File: src/rtl/wrapper_filter_pkg.sv
// wrapper_filter_pkg: shared types for the digest filter slice
package wrapper_filter_pkg;
   typedef enum logic {LAST_ONLY, PASS_ALL} filter_mode_e;
endpackage

File: src/rtl/wrapper_count_fifo.sv
// wrapper_count_fifo: DEPTH x W synchronous FIFO holding per-packet digest counts
module wrapper_count_fifo #(
   parameter int DEPTH = 4,
   parameter int W     = 16,
   localparam int AW   = $clog2(DEPTH)
) (
   input  logic          clk,
   input  logic          rst_n,
   input  logic          push,
   input  logic          pop,
   input  logic [W-1:0]  din,
   output logic [W-1:0]  dout,
   output logic          full,
   output logic          empty,
   output logic [AW:0]   level
);
   logic [W-1:0]  mem_q [DEPTH];
   logic [W-1:0]  mem_d [DEPTH];
   logic [AW-1:0] wr_q, wr_d, rd_q, rd_d;
   logic [AW:0]   lvl_q, lvl_d;
   logic          wr_en, rd_en;

   always_comb begin
      full  = lvl_q == (AW+1)'(DEPTH);
      empty = lvl_q == '0;
      rd_en = pop & ~empty;
      // a pop in the same cycle frees the slot, so a push on full is still taken
      wr_en = push & (~full | rd_en);
      mem_d = mem_q;
      if (wr_en) mem_d[wr_q] = din;
      wr_d  = wr_q + AW'(wr_en);
      rd_d  = rd_q + AW'(rd_en);
      lvl_d = lvl_q + (AW+1)'(wr_en) - (AW+1)'(rd_en);
      dout  = mem_q[rd_q];
      level = lvl_q;
   end

   always_ff @(posedge clk or negedge rst_n) begin
      if (!rst_n) begin
         mem_q <= '{default: '0};
         wr_q  <= '0;
         rd_q  <= '0;
         lvl_q <= '0;
      end else begin
         mem_q <= mem_d;
         wr_q  <= wr_d;
         rd_q  <= rd_d;
         lvl_q <= lvl_d;
      end
   end
endmodule

File: src/rtl/wrapper_digest_filter.sv
// wrapper_digest_filter: queues per-packet digest counts from the input handshake
// and forwards only final digest beats (LAST_ONLY) or all beats flagged (PASS_ALL)
module wrapper_digest_filter import wrapper_filter_pkg::*; #(
   parameter int           CNT_W = 16,
   parameter int           DEPTH = 4,
   parameter int           RATIO = 1,
   parameter filter_mode_e MODE  = LAST_ONLY,
   localparam int          LW    = $clog2(DEPTH) + 1
) (
   input  logic          clk,
   input  logic          rst_n,
   input  logic          in_valid,
   input  logic          in_ready,
   input  logic          in_last,
   output logic          in_hold,
   input  logic          dig_valid,
   output logic          dig_ready,
   output logic          payload_valid,
   input  logic          payload_ready,
   output logic          payload_last,
   output logic [LW-1:0] pending,
   output logic          err_overflow
);
   logic [CNT_W-1:0]    beats_q, beats_d, dig_cnt_q, dig_cnt_d, head, push_cnt;
   logic [CNT_W:0]      bp1;
   logic [CNT_W+31:0]   prod;
   logic                err_q, err_d;
   logic                accept, push, pop, full, empty, cnt_sat, final_beat;

   wrapper_count_fifo #(.DEPTH(DEPTH), .W(CNT_W)) u_fifo (
      .clk(clk), .rst_n(rst_n), .push(push), .pop(pop), .din(push_cnt),
      .dout(head), .full(full), .empty(empty), .level(pending)
   );

   always_comb begin
      accept        = in_valid & in_ready;
      push          = accept & in_last;
      bp1           = {1'b0, beats_q} + (CNT_W+1)'(1);
      prod          = (CNT_W+32)'(bp1) * (CNT_W+32)'(RATIO);
      cnt_sat       = |prod[CNT_W+31:CNT_W];
      push_cnt      = cnt_sat ? '1 : prod[CNT_W-1:0];
      final_beat    = ~empty & (dig_cnt_q == head - CNT_W'(1));
      payload_valid = (MODE == PASS_ALL) ? ~empty & dig_valid : final_beat & dig_valid;
      // LAST_ONLY swallows non-final beats without waiting on the consumer
      dig_ready     = (MODE == PASS_ALL) ? ~empty & payload_ready
                                         : (final_beat ? payload_ready : ~empty);
      payload_last  = final_beat & payload_valid;
      pop           = dig_valid & dig_ready & final_beat;
      dig_cnt_d     = pop ? '0 : (dig_valid & dig_ready) ? dig_cnt_q + CNT_W'(1) : dig_cnt_q;
      beats_d       = push ? '0 : accept ? ((&beats_q) ? beats_q : beats_q + CNT_W'(1)) : beats_q;
      err_d         = err_q | (push & full & ~pop) | (push & cnt_sat)
                    | (accept & ~in_last & (&beats_q));
      in_hold       = full;
      err_overflow  = err_q;
   end

   always_ff @(posedge clk or negedge rst_n) begin
      if (!rst_n) begin
         beats_q   <= '0;
         dig_cnt_q <= '0;
         err_q     <= 1'b0;
      end else begin
         beats_q   <= beats_d;
         dig_cnt_q <= dig_cnt_d;
         err_q     <= err_d;
      end
   end
endmodule

File: config.mk
export PLATFORM = sky130hd
export DESIGN_NAME = wrapper_digest_filter
export DESIGN_NICKNAME = d
export VERILOG_FILES = /design/src/rtl/wrapper_filter_pkg.sv /design/src/rtl/wrapper_count_fifo.sv /design/src/rtl/wrapper_digest_filter.sv
export SDC_FILE = /design/constraint.sdc
export NUM_CORES = 1
export LEC_CHECK = 0
export BUFFER_PORTS_ARGS = -buffer_cell sky130_fd_sc_hd__buf_2
export CAP_MARGIN = 20
export CORE_ASPECT_RATIO = 2
export CORE_MARGIN = 4
export CORE_UTILIZATION = 55
export CTS_BUF_LIST = sky130_fd_sc_hd__clkbuf_16
export CTS_CLUSTER_DIAMETER = 50
export DETAILED_ROUTE_END_ITERATION = 8
export GPL_TIMING_DRIVEN = 0
export PLACE_DENSITY = 0.79
export SETUP_SLACK_MARGIN = 0.15
export SYNTH_ARGS = -nofsm -noshare
export SYNTH_HDL_FRONTEND = slang
export SYNTH_SLANG_ARGS = --single-unit
File: constraint.sdc
create_clock -name clk -period 6.79 [get_ports clk]
set_clock_uncertainty 0.2 [all_clocks]
set_input_delay 1.358 -clock clk [delete_from_list [all_inputs] [get_ports clk]]
set_output_delay 1.358 -clock clk [all_outputs]
set_load 0.005 [all_outputs]
Word level (Yosys, flattened, before mapping):

Index checks and enable logic that the tools add are counted.

* register bits: 104

* add/subtract/negate cells: 8
* magnitude comparators: 3
* equal/unequal tests: 3
* mux-type cells: 13
* bitwise gates (word level): 24
* reductions and logical operators: 6

Operators with widths (number)
* $mux 16: 9
* $bwmux 64: 1
* $add 16x1->16 const B: 2
* $bmux 16 s2: 1
* $demux 16 s2: 1
* $add 16x1->17 const B: 1
* $eq 16x16->1: 1
* $reduce_and 16->1: 1
* $sub 16x1->16 const B: 1
* $and 1x1->1: 14
* $ge 3x3->1 const B: 2
* $not 2->3: 2
* $add 2x1->2: 2
* $not 1->1: 4
* $or 1x1->1: 4
* $reduce_bool 2->1: 2
* $add 3x1->3: 1
* $eq 3x3->1 const B: 1
* $logic_not 3->1: 1
* $lt 3x1->1 const B: 1
* $sub 3x1->3: 1
* $ne 2x1->1 const B: 1
* $reduce_and 2->1: 1
* $logic_and 1x1->1: 1
* $mux 1: 1

Logic depth before layout (Yosys ltp):

Gate-level depths: netlist (run 1).

* depth after elaboration: 15
* gate-level depth with buffers: 18
* depth with buffers taken out: 16

Cells and area by module:

From an unflattened synthesis (run 1), not the netlist that was laid out.

* cell total of the unflattened synthesis: 515
* area total of the unflattened synthesis: 5861.9 µm²

Modules (own cells, without submodules)
* wrapper_count_fifo: times used 1, cells an instance 184, area each 3179.3 µm², sequential area each 1776.7 µm²
* wrapper_digest_filter: times used 1, cells an instance 331, area each 2682.6 µm², sequential area each 825.8 µm²

Least setup slack after synthesis (run 1):

Ideal clock, no wire load.

* path kind: reg2out
* start point: reg u_fifo.rd_q[1]
* end point: out dig_ready
* data arrival time: 3339 ps
* setup slack: 1893 ps
* stages on the path, launching flop included: 13
* path buffers: 2
* cells stage by stage: dfrtp_1 > buf_1 > mux4_2 > inv_1 > ha_1 > xnor2_1 > nor4_1 > nand4b_1 > or4_1 > a211oi_4 > and3_1 > clkbuf_1 > nor2_1

* longest elaborated chain between the ends: 8

RTL lines
* from (decl): line wrapper_count_fifo.sv:19 `logic [AW-1:0] wr_q, wr_d, rd_q, rd_d;`
* from (signal assigned): line wrapper_count_fifo.sv:47 `rd_q <= rd_d;`
* $not 2->3 (implied by the code): line wrapper_count_fifo.sv:34 `dout = mem_q[rd_q];`
* $bmux 16 s2: line wrapper_count_fifo.sv:34
* $mux 16 (implied by the code) (2 in a row): line wrapper_count_fifo.sv:34
* $sub 16x1->16: line wrapper_digest_filter.sv:42 `final_beat = ~empty & (dig_cnt_q == head - CNT_W'(1));`
* $eq 16x16->1: line wrapper_digest_filter.sv:42
* $and 1x1->1: line wrapper_digest_filter.sv:42
* $mux 1: line wrapper_digest_filter.sv:46 `: (final_beat ? payload_ready : ~empty);`
* to (decl): line wrapper_digest_filter.sv:17 `output logic dig_ready,`

No other way between the ends. The select of a mux whose other input is x is not followed.

Final worst setup path (run 1):

Same ends and word-level chain as after synthesis.

==> summary.txt, run 1 <==
Peak supply drop - 0.165 mV
Synth Instances - 498
DRC - 0
vias in the first global route - 4239
Total Neg Setup Slack - 0 ps
Yosys top cell by area - dfrtp_1
total power - 1.72 mW
vias - 3997
drt total wl - 12800 µm
Fin. Hold Viols - 0
ys async rst share - 100%
worst r2r src - u_fifo.rd_q[1]
Syn Nets - 511
Worst-path clk slew - 70 ps
Reg2Reg Depth - 17
Critical R2R Capture - u_fifo.level[2]
# H-tree levels - 3
EDFF count, synth - 0
grt total ovfl - 0
commonest non-fill, non-tap cell in the layout - dfrtp_1
Rel. slew slack - 36.2%
area share of the leading cell type in the synthesized netlist - 45.3%
Post-CTS Repair Setup Buffers - 0
post-synthesis xor/xnor area fraction - 7.17%
Port Buffers - 14
Final Critical Period - 6120 ps
vias per inst - 6.02
die height - 152 µm
register area share after synthesis - 45.3%
Setup violations, final - 0
Syn Area/Cell - 11.5 µm²
pin count of the biggest net entering global routing - 62
DR iter-0 viols - 201
gpl congestion - 0.936
# rows - 52
worst skew pair latency - 350 ps
CTS sink cnt - 104
leakage - 2.88 nW
I/O pin total - 15
area delta synth->final - 9.77%
CP max FO - 10
maximum clock frequency - 0.163 GHz
initial core utilization - 56.5%
Max Cap Viol - 0
Nets - 537
Worst Setup SP - u_fifo.rd_q[1]
Worst EP arrival - 4570 ps
multiplexer share of the synthesized area - 20.1%
Syn Std Cell Area - 0.00574 mm²
Area contributors post-synth - dfrtp_1, mux2_1, mux4_2
Post-Synth Simple-Gate Area - 15.0%
critical path class - reg2out
Final Max Tran Viols - 0
Setup crit end - dig_ready
CP Launch Type - register
# diodes - 0
count of cell types in the netlist - 55
Tightest Hold Check Type - reg2reg
post-CTS sizing - 0
CTS tree - yes
Max Root-Sink Buffers - 2
initial antenna violation count - 0
Synth Area in Adders - 1.44%
core area - 0.0101 mm²
status - finished clean
Post-DRT Antenna Nets - 0
hold_buf cts - 0
CTS root buf - clkbuf_16
critical path capture point type - output port
Die X - 80.2 µm
main combinational cell family by area after synthesis - multiplexers
first-pass GRT wire length - 21200 µm
top_reg_cell synth - dfrtp_1
most frequent cells in the layout - dfrtp_1, mux2_1, nand2_1, xnor2_1, nor2_1
Pre-antenna DRT Iters - 4
share of cells above drive strength 1 - 14.7%
Yosys warnings - 0
pwr dens - 274 mW/mm²
RSZ-0062 raised after global routing - no
routed length per instance - 19.2 µm
FF-to-FF setup slack - 1350 ps
GRT Util Overall - 22.6%
post-synthesis register bit count - 104
Final Cycle Share - 90.2%
complex-gate fraction of the synthesized area - 8.22%
Slew @ Worst Pin - 952 ps
TritonCTS Buffers - 9
DP HPWL - 9640 µm
die area - 0.0122 mm²
Layout fillers - 821
WP data required - 5230 ps
## through the flow
step / std cells / setup WS [ps] / util, % / hold WS [ps] / instance area [µm²]
4_1_cts: 664 / 609 / 62.1 / 288 / 6300
5_1_grt: 664 / 285 / 62.1 / 299 / 6300
2_1_floorplan: 498 / 1890 / - / 252 / 5740
3_3_place_gp: 647 / 1070 / 58.9 / 261 / 5980
6_report: 664 / 666 / 62.1 / 284 / 6300
3_5_place_dp: 648 / 1030 / 59.2 / 271 / 6010
## metal layers
| layer | share of wire (%) | GRT usage [%] |
|---|---|---|
| met1 | 37 | 24.5 |
| met2 | 56 | 41.1 |
| met3 | 2.1 | 2.66 |
| met4 | 4.9 | 12.7 |
| met5 | 0 | 0 |
## worst max-delay path, cell delays in order, from the launching register on
cell,delay (ps)
dfrtp_1,410
buf_1,550
mux4_2,630
inv_1,80
ha_1,210
xnor2_1,160
xnor2_1,90
nor4_1,200
nand4b_1,200
or4_1,610
a211oi_4,390
and3_1,200
clkbuf_1,280
nor2_1,80
buf_2,140
## cell type report
cell class                 count  area (µm²)  area share (%)
sequential                   104        2600            41.3
tap                          135         169            2.68
timing repair buffer          15         100            1.59
inverter                      11        41.3           0.655
multi-input combinational    365        2990            47.4
buffer                        18         114            1.81
clock inverter                 7        61.3           0.973
clock buffer                   9         225            3.57
## sequential cells by signal, summed over array words and instances (netlist names)
signal        count
u_fifo.rd_q       2
u_fifo.mem_q     64
u_fifo.wr_q       2
err_overflow      1
u_fifo.level      3
dig_cnt_q        16
beats_q          16
## power breakdown
part	internal (mW)	total [mW]	switching, mW	leakage [nW]
registers	0.688	0.767	0.0797	1.38
logic	0.207	0.454	0.246	1.36
clock network	0.256	0.502	0.246	0.135
## cells in the mapped netlist, types with 5 or more instances
| master | count |
|---|---|
| inv_1 | 11 |
| xor2_1 | 13 |
| nand2_1 | 43 |
| and3_1 | 13 |
| ha_1 | 5 |
| nand3_1 | 16 |
| mux2_1 | 60 |
| buf_6 | 5 |
| or3_1 | 8 |
| xnor2_1 | 34 |
| mux2_2 | 6 |
| a21oi_1 | 16 |
| o2bb2ai_1 | 9 |
| clkbuf_1 | 7 |
| dfrtp_1 | 104 |
| mux2i_1 | 5 |
| nor2_1 | 28 |
| and2_1 | 5 |
| o21ai_0 | 16 |
| mux4_2 | 16 |
| nor3_1 | 15 |
## how the worst min path moves through the flow
| stage | end | depth (start not counted) | startpoint | slack, ps |
|---|---|---|---|---|
| floorplan | u_fifo.mem_q[21] | 1 | u_fifo.mem_q[21] | 250 |
| global placement | u_fifo.mem_q[7] | 1 | u_fifo.mem_q[7] | 260 |
| detailed placement | u_fifo.mem_q[30] | 1 | u_fifo.mem_q[30] | 270 |
| CTS | u_fifo.mem_q[30] | 1 | u_fifo.mem_q[30] | 290 |
| global route | u_fifo.mem_q[30] | 1 | u_fifo.mem_q[30] | 300 |
| finish | u_fifo.mem_q[26] | 1 | u_fifo.mem_q[26] | 280 |
## cell families after synthesis
| family | Yosys count |
|---|---|
| simple gates | 161 |
| flops | 104 |
| mux | 87 |
| compound gates | 64 |
| xor+xnor | 47 |
| buf+inv | 29 |
| fa+ha+maj | 6 |
No activity file was read; power rests on OpenSTA's default activity.
==> run 2: changes to the inputs <==
Settings changed: PLACE_DENSITY 0.79 to 0.72, TNS_END_PERCENT set to 10.
Clock period 6.79 ns to 7.45 ns, I/O delays scaled along.
==> summary.txt, run 2 (synthesis gave the netlist of run 1 again) <==
status - finished clean
RSZ-0062 raised after global routing - no
final core occ - 61.9% (-0.21 points)
Total Neg Setup Slack - 0 ps (unchanged)
GRT Util Overall - 22.8% (+0.16 points)
Peak supply drop - 0.160 mV (-3.4%)
WP data required - 5760 ps (+530 ps)
Pre-antenna DRT Iters - 4 (unchanged)
DRC - 0 (unchanged)
clock network fraction of total power - 27.7% (-1.5 points)
Layout fillers - 847 (+3.2%)
Rel. slew slack - 36.6% (+0.32 points)
combinational share of power - 27.1% (+0.8 points)
worst skew pair latency - 350 ps (about the same)
leakage - 2.87 nW (-0.25%)
Final Cycle Share - 84.7%
gpl congestion - 0.858 (-8.3%)
switching power total - 0.502 mW (-12%)
crit-path max cell delay - 630 ps (about the same)
Final Max Tran Viols - 0 (unchanged)
max FFs per register - 64 (unchanged)
Port Buffers - 14 (unchanged)
slowest CP cell - mux4_2
pwr dens - 245 mW/mm² (-10%)
internal power - 1.04 mW (-9.7%)
# H-tree levels - 3 (unchanged)
initial core utilization - 56.5% (unchanged)
pin count of the biggest net entering global routing - 59 (-4.8%)
Reg with most FFs - u_fifo.mem_q
# diodes - 0 (unchanged)
post-CTS sizing - 0 (unchanged)
die area - 0.0122 mm² (unchanged)
commonest non-fill, non-tap cell in the layout - dfrtp_1
share of cells above drive strength 1 - 14.2% (-0.57 points)
most frequent cells in the layout - dfrtp_1, mux2_1, nand2_1, xnor2_1, nor2_1
Worst EP arrival - 4620 ps (+50 ps)
CP max FO - 10 (unchanged)
DR iter-0 viols - 161 (-20%)
vias - 3914 (-2.1%)
grt total ovfl - 0 (unchanged)
vias per inst - 5.89 (-2.1%)
Slew @ Worst Pin - 948 ps (-4.73 ps)
critical path class - reg2out
area delta synth->final - 9.40%
Max Root-Sink Buffers - 2 (unchanged)
drt total wl - 12600 µm (-1.1%)
CTS tree - yes
CP Launch Type - register
final hold slack - 284 ps (-0.135 ps)
Post-CTS Repair Setup Buffers - 0 (unchanged)
core area - 0.0101 mm² (unchanged)
TritonCTS Buffers - 9 (unchanged)
Regs by FF count - u_fifo.mem_q (64), beats_q (16), dig_cnt_q (16)
delay-heaviest family, CP - compound AO/OA/AOI/OAI gates
Worst-path clk slew - 70 ps (about the same)
initial antenna violation count - 0 (unchanged)
Max Cap Viol - 0 (unchanged)
Tightest Hold Check Type - reg2reg
maximum clock frequency - 0.158 GHz
Net Sw Frac - 32.6% (-0.67 points)
Die X - 80.2 µm (unchanged)
first-pass GRT wire length - 21500 µm (+1.6%)
hold_buf cts - 0 (unchanged)
DP HPWL - 9650 µm (about the same)
Final Critical Period - 6310 ps
die height - 152 µm (unchanged)
CTS root buf - clkbuf_16
routed length per instance - 19.0 µm (-1.1%)
Post-DRT Antenna Nets - 0 (unchanged)
worst path bufs/invs - 4 (unchanged)
Setup violations, final - 0 (unchanged)
Fin. Hold Viols - 0 (unchanged)
Nets - 537 (unchanged)
I/O pin total - 15 (unchanged)
# rows - 52 (unchanged)
vias in the first global route - 4296 (+1.3%)
sequential power share - 45.3% (+0.8 points)
critical path capture point type - output port
Cell Chain, Critical Path - buf_1, mux4_2, inv_1, ha_1, nand4_1, a21oi_1, a21boi_0, o41a_1, a211oi_4, and3_1, clkbuf_1, nor2_1, buf_2
CTS sink cnt - 104 (unchanged)
==> run 2: path summary, 6_finish.rpt <==
path	start	slack [ps]	endpoint	cells after the start
worst max-delay path	u_fifo.rd_q[1]	1140	dig_ready	13
worst min-delay path	u_fifo.mem_q[33]	280	u_fifo.mem_q[33]	1
worst max register to register	u_fifo.rd_q[1]	1960	u_fifo.level[2]	16
worst min register to register	u_fifo.mem_q[33]	280	u_fifo.mem_q[33]	1
max in group asynchronous	rst_n	5390	u_fifo.mem_q[1]	2
min in group asynchronous	rst_n	960	u_fifo.mem_q[26]	1
==> run 2: power groups by stage <==
| stage | registers [mW] | logic [mW] | clock network (mW) |
|---|---|---|---|
| CTS | 0.697 | 0.420 | 0.436 |
| global placement | 0.703 | 0.400 | 0 |
| detailed placement | 0.708 | 0.418 | 0 |
| global route | 0.709 | 0.463 | 0.456 |
| finish | 0.697 | 0.417 | 0.427 |
| floorplan | 0.689 | 0.308 | 0 |
==> run 2: final cells by class <==
class / count / area (µm²) / area share, %
Clock inverter: 7 / 40.0 / 0.638
Buffer: 18 / 114 / 1.81
Tap cell: 135 / 169 / 2.69
Clock buffer: 9 / 225 / 3.59
Sequential cell: 104 / 2600 / 41.5
Inverter: 11 / 41.3 / 0.658
Timing Repair Buffer: 15 / 100 / 1.59
Multi-Input combinational cell: 365 / 2990 / 47.6
==> run 2: per-layer routing <==
| layer | up-vias | wire length, µm | GRT usage, % | part of all wire [%] |
|---|---|---|---|---|
| met1 | 1968 | 4730 | 24.9 | 37 |
| met2 | 59 | 7170 | 41.7 | 57 |
| met4 | 0 | 493 | 11.1 | 3.9 |
| met5 | - | 0 | 0 | 0 |
| met3 | 32 | 235 | 2.90 | 1.9 |
| li1 | 1855 | - | - | - |
==> run 2: stage by stage <==
step                      power (mW)  std cells  setup WS, ps  instance area (µm²)
after floorplan                0.997        498          2420                 5740
after global placement          1.10        647          1590                 5980
after detailed placement        1.13        648          1540                 6010
after CTS                       1.55        664          1150                 6280
after global routing            1.63        664           857                 6280
final                           1.54        664          1140                 6280
==> run 3: changes to the inputs <==
Clock period 7.45 ns to 5.9 ns, I/O delays scaled along.
==> summary.txt, run 3 (synthesis gave the netlist of run 1 again) <==
Hold Path Sink - u_fifo.mem_q[33]
Hold Crit Depth - 1 (unchanged)
pin count of the biggest net entering global routing - 59 (unchanged)
Critical R2R Capture - u_fifo.level[2]
hold_buf cts - 0 (unchanged)
maximum clock frequency - 0.184 GHz
# diodes - 0 (unchanged)
Port Buffers - 14 (unchanged)
Rel. slew slack - 36.6% (about the same)
worst skew pair latency - 350 ps (about the same)
Place WS - 299 ps (-1240 ps)
RSZ-0062 raised after global routing - no
first-pass GRT wire length - 21500 µm (about the same)
die height - 152 µm (unchanged)
worst r2r src - u_fifo.rd_q[1]
register area - 0.00260 mm² (unchanged)
# rows - 52 (unchanged)
routed length per instance - 19.1 µm (+0.34%)
CP Launch Type - register
Peak supply drop - 0.202 mV (+27%)
area of the multi-input gates - 0.00299 mm² (+0.13%)
Layout fillers - 845 (-0.24%)
vias in the first global route - 4295 (-0.023%)
initial core utilization - 56.5% (unchanged)
area delta synth->final - 9.68%
Final Cycle Share - 92.3%
die area - 0.0122 mm² (unchanged)
drt total wl - 12700 µm (+0.49%)
Worst EP arrival - 4070 ps (-550 ps)
status - finished clean
critical path class - reg2out
WP data required - 4520 ps (-1240 ps)
share of cells above drive strength 1 - 14.9% (+0.73 points)
leakage - 2.88 nW (+0.45%)
hold_sp - u_fifo.mem_q[33]
TritonCTS Buffers - 9 (unchanged)
gpl congestion - 0.858 (unchanged)
Die X - 80.2 µm (unchanged)
total power - 1.95 mW (+27%)
internal power - 1.31 mW (+26%)
grt total ovfl - 0 (unchanged)
# H-tree levels - 3 (unchanged)
clock network fraction of total power - 27.6% (about the same)
most frequent cells in the layout - dfrtp_1, mux2_1, nand2_1, xnor2_1, nor2_1
max FFs per register - 64 (unchanged)
I/O pin total - 15 (unchanged)
FF-to-FF setup slack - 730 ps (-1230 ps)
Fin. Hold Viols - 0 (unchanged)
Total Neg Setup Slack - 0 ps (unchanged)
Slew @ Worst Pin - 947 ps (-0.333 ps)
Reg with most FFs - u_fifo.mem_q
DRC - 0 (unchanged)
worst setup slack after layout - 455 ps (-684 ps)
Nets - 538 (+0.19%)
sequential power share - 45.3% (about the same)
Regs by FF count - u_fifo.mem_q (64), beats_q (16), dig_cnt_q (16)
commonest non-fill, non-tap cell in the layout - dfrtp_1
pwr dens - 310 mW/mm² (+26%)
Max Cap Viol - 0 (unchanged)
initial antenna violation count - 0 (unchanged)
CP max FO - 10 (unchanged)
switching power total - 0.636 mW (+27%)
final hold slack - 284 ps (+0.0920 ps)
Final Critical Period - 5450 ps
DR iter-0 viols - 157 (-2.5%)
placed instance area - 0.00601 mm² (unchanged)
Tightest Hold Check Type - reg2reg
fin area - 0.00629 mm² (+0.26%)
DP HPWL - 9650 µm (unchanged)
CTS root buf - clkbuf_16
vias per inst - 5.97 (+1.3%)
Pre-antenna DRT Iters - 4 (unchanged)
Net Sw Frac - 32.6% (+0.066 points)
Max Root-Sink Buffers - 2 (unchanged)
CTS sink cnt - 104 (unchanged)
Reg2Reg Depth - 17 (+1)
Worst-path clk slew - 70 ps (about the same)
Final Max Tran Viols - 0 (unchanged)
CTS tree - yes
GRT Util Overall - 22.8% (about the same)
critical path capture point type - output port
core area - 0.0101 mm² (unchanged)
vias - 3969 (+1.4%)
Post-DRT Antenna Nets - 0 (unchanged)
Setup violations, final - 0 (unchanged)
combinational share of power - 27.1% (about the same)
run 3: worst max-delay path by stage:
stage               cells after the start  slack (ps)   endpoint            from
global route                           14         240  dig_ready  u_fifo.rd_q[0]
floorplan                              12        1180  dig_ready  u_fifo.rd_q[1]
CTS                                    15         170  dig_ready  u_fifo.rd_q[0]
global placement                       13         350  dig_ready  u_fifo.rd_q[1]
finish                                 13         450  dig_ready  u_fifo.rd_q[1]
detailed placement                     13         300  dig_ready  u_fifo.rd_q[1]
run 3: power groups by stage:
stage	clock, mW	combinational [mW]	sequential [mW]
after floorplan	0	0.389	0.870
after global placement	0	0.505	0.887
after detailed placement	0	0.528	0.894
after CTS	0.550	0.532	0.880
after global routing	0.575	0.587	0.895
final	0.538	0.529	0.882
run 3: what timing repair did:
action / CTS / global route
buffers inserted: 0 / 1
resized for setup: 2 / 3
setup endpoints to repair: 1 / 1
pin swaps: 0 / 1
gates cloned: 0 / 0
run 3: critical path, stage by stage (launching register included):
cell and delay (ps):
dfrtp_1 400, buf_2 320, mux4_2 590, inv_1 80
ha_1 210, nand4_1 220, a21o_1 320, or4_1 490
o41a_1 190, a211oi_4 340, and3_1 200, clkbuf_2 180
nor2_1 60, buf_2 130
run 3: area by class of cell:
class / count / area share [%]
multi-input combinational: 365 / 47.5
timing repair buffer: 16 / 1.71
inverter: 11 / 0.656
clock inverter: 7 / 0.636
buffer: 18 / 1.89
sequential: 104 / 41.3
clock buffer: 9 / 3.58
tap: 135 / 2.68
run 3: per-stage QoR:
step | cells | utilization, %
2_1_floorplan | 498 | -
3_3_place_gp | 647 | 58.9
3_5_place_dp | 648 | 59.2
4_1_cts | 664 | 61.9
5_1_grt | 665 | 62.0
6_report | 665 | 62.0
run 3: routing by layer:
metal	up-vias	global-route usage, %	part of all wire [%]	wire length (µm)
met1	1995	24.9	37	4730
met4	0	11.1	4.0	512
met3	37	2.90	2.0	253
met5	-	0	0	0
met2	71	41.7	57	7200
li1	1866	-	-	-
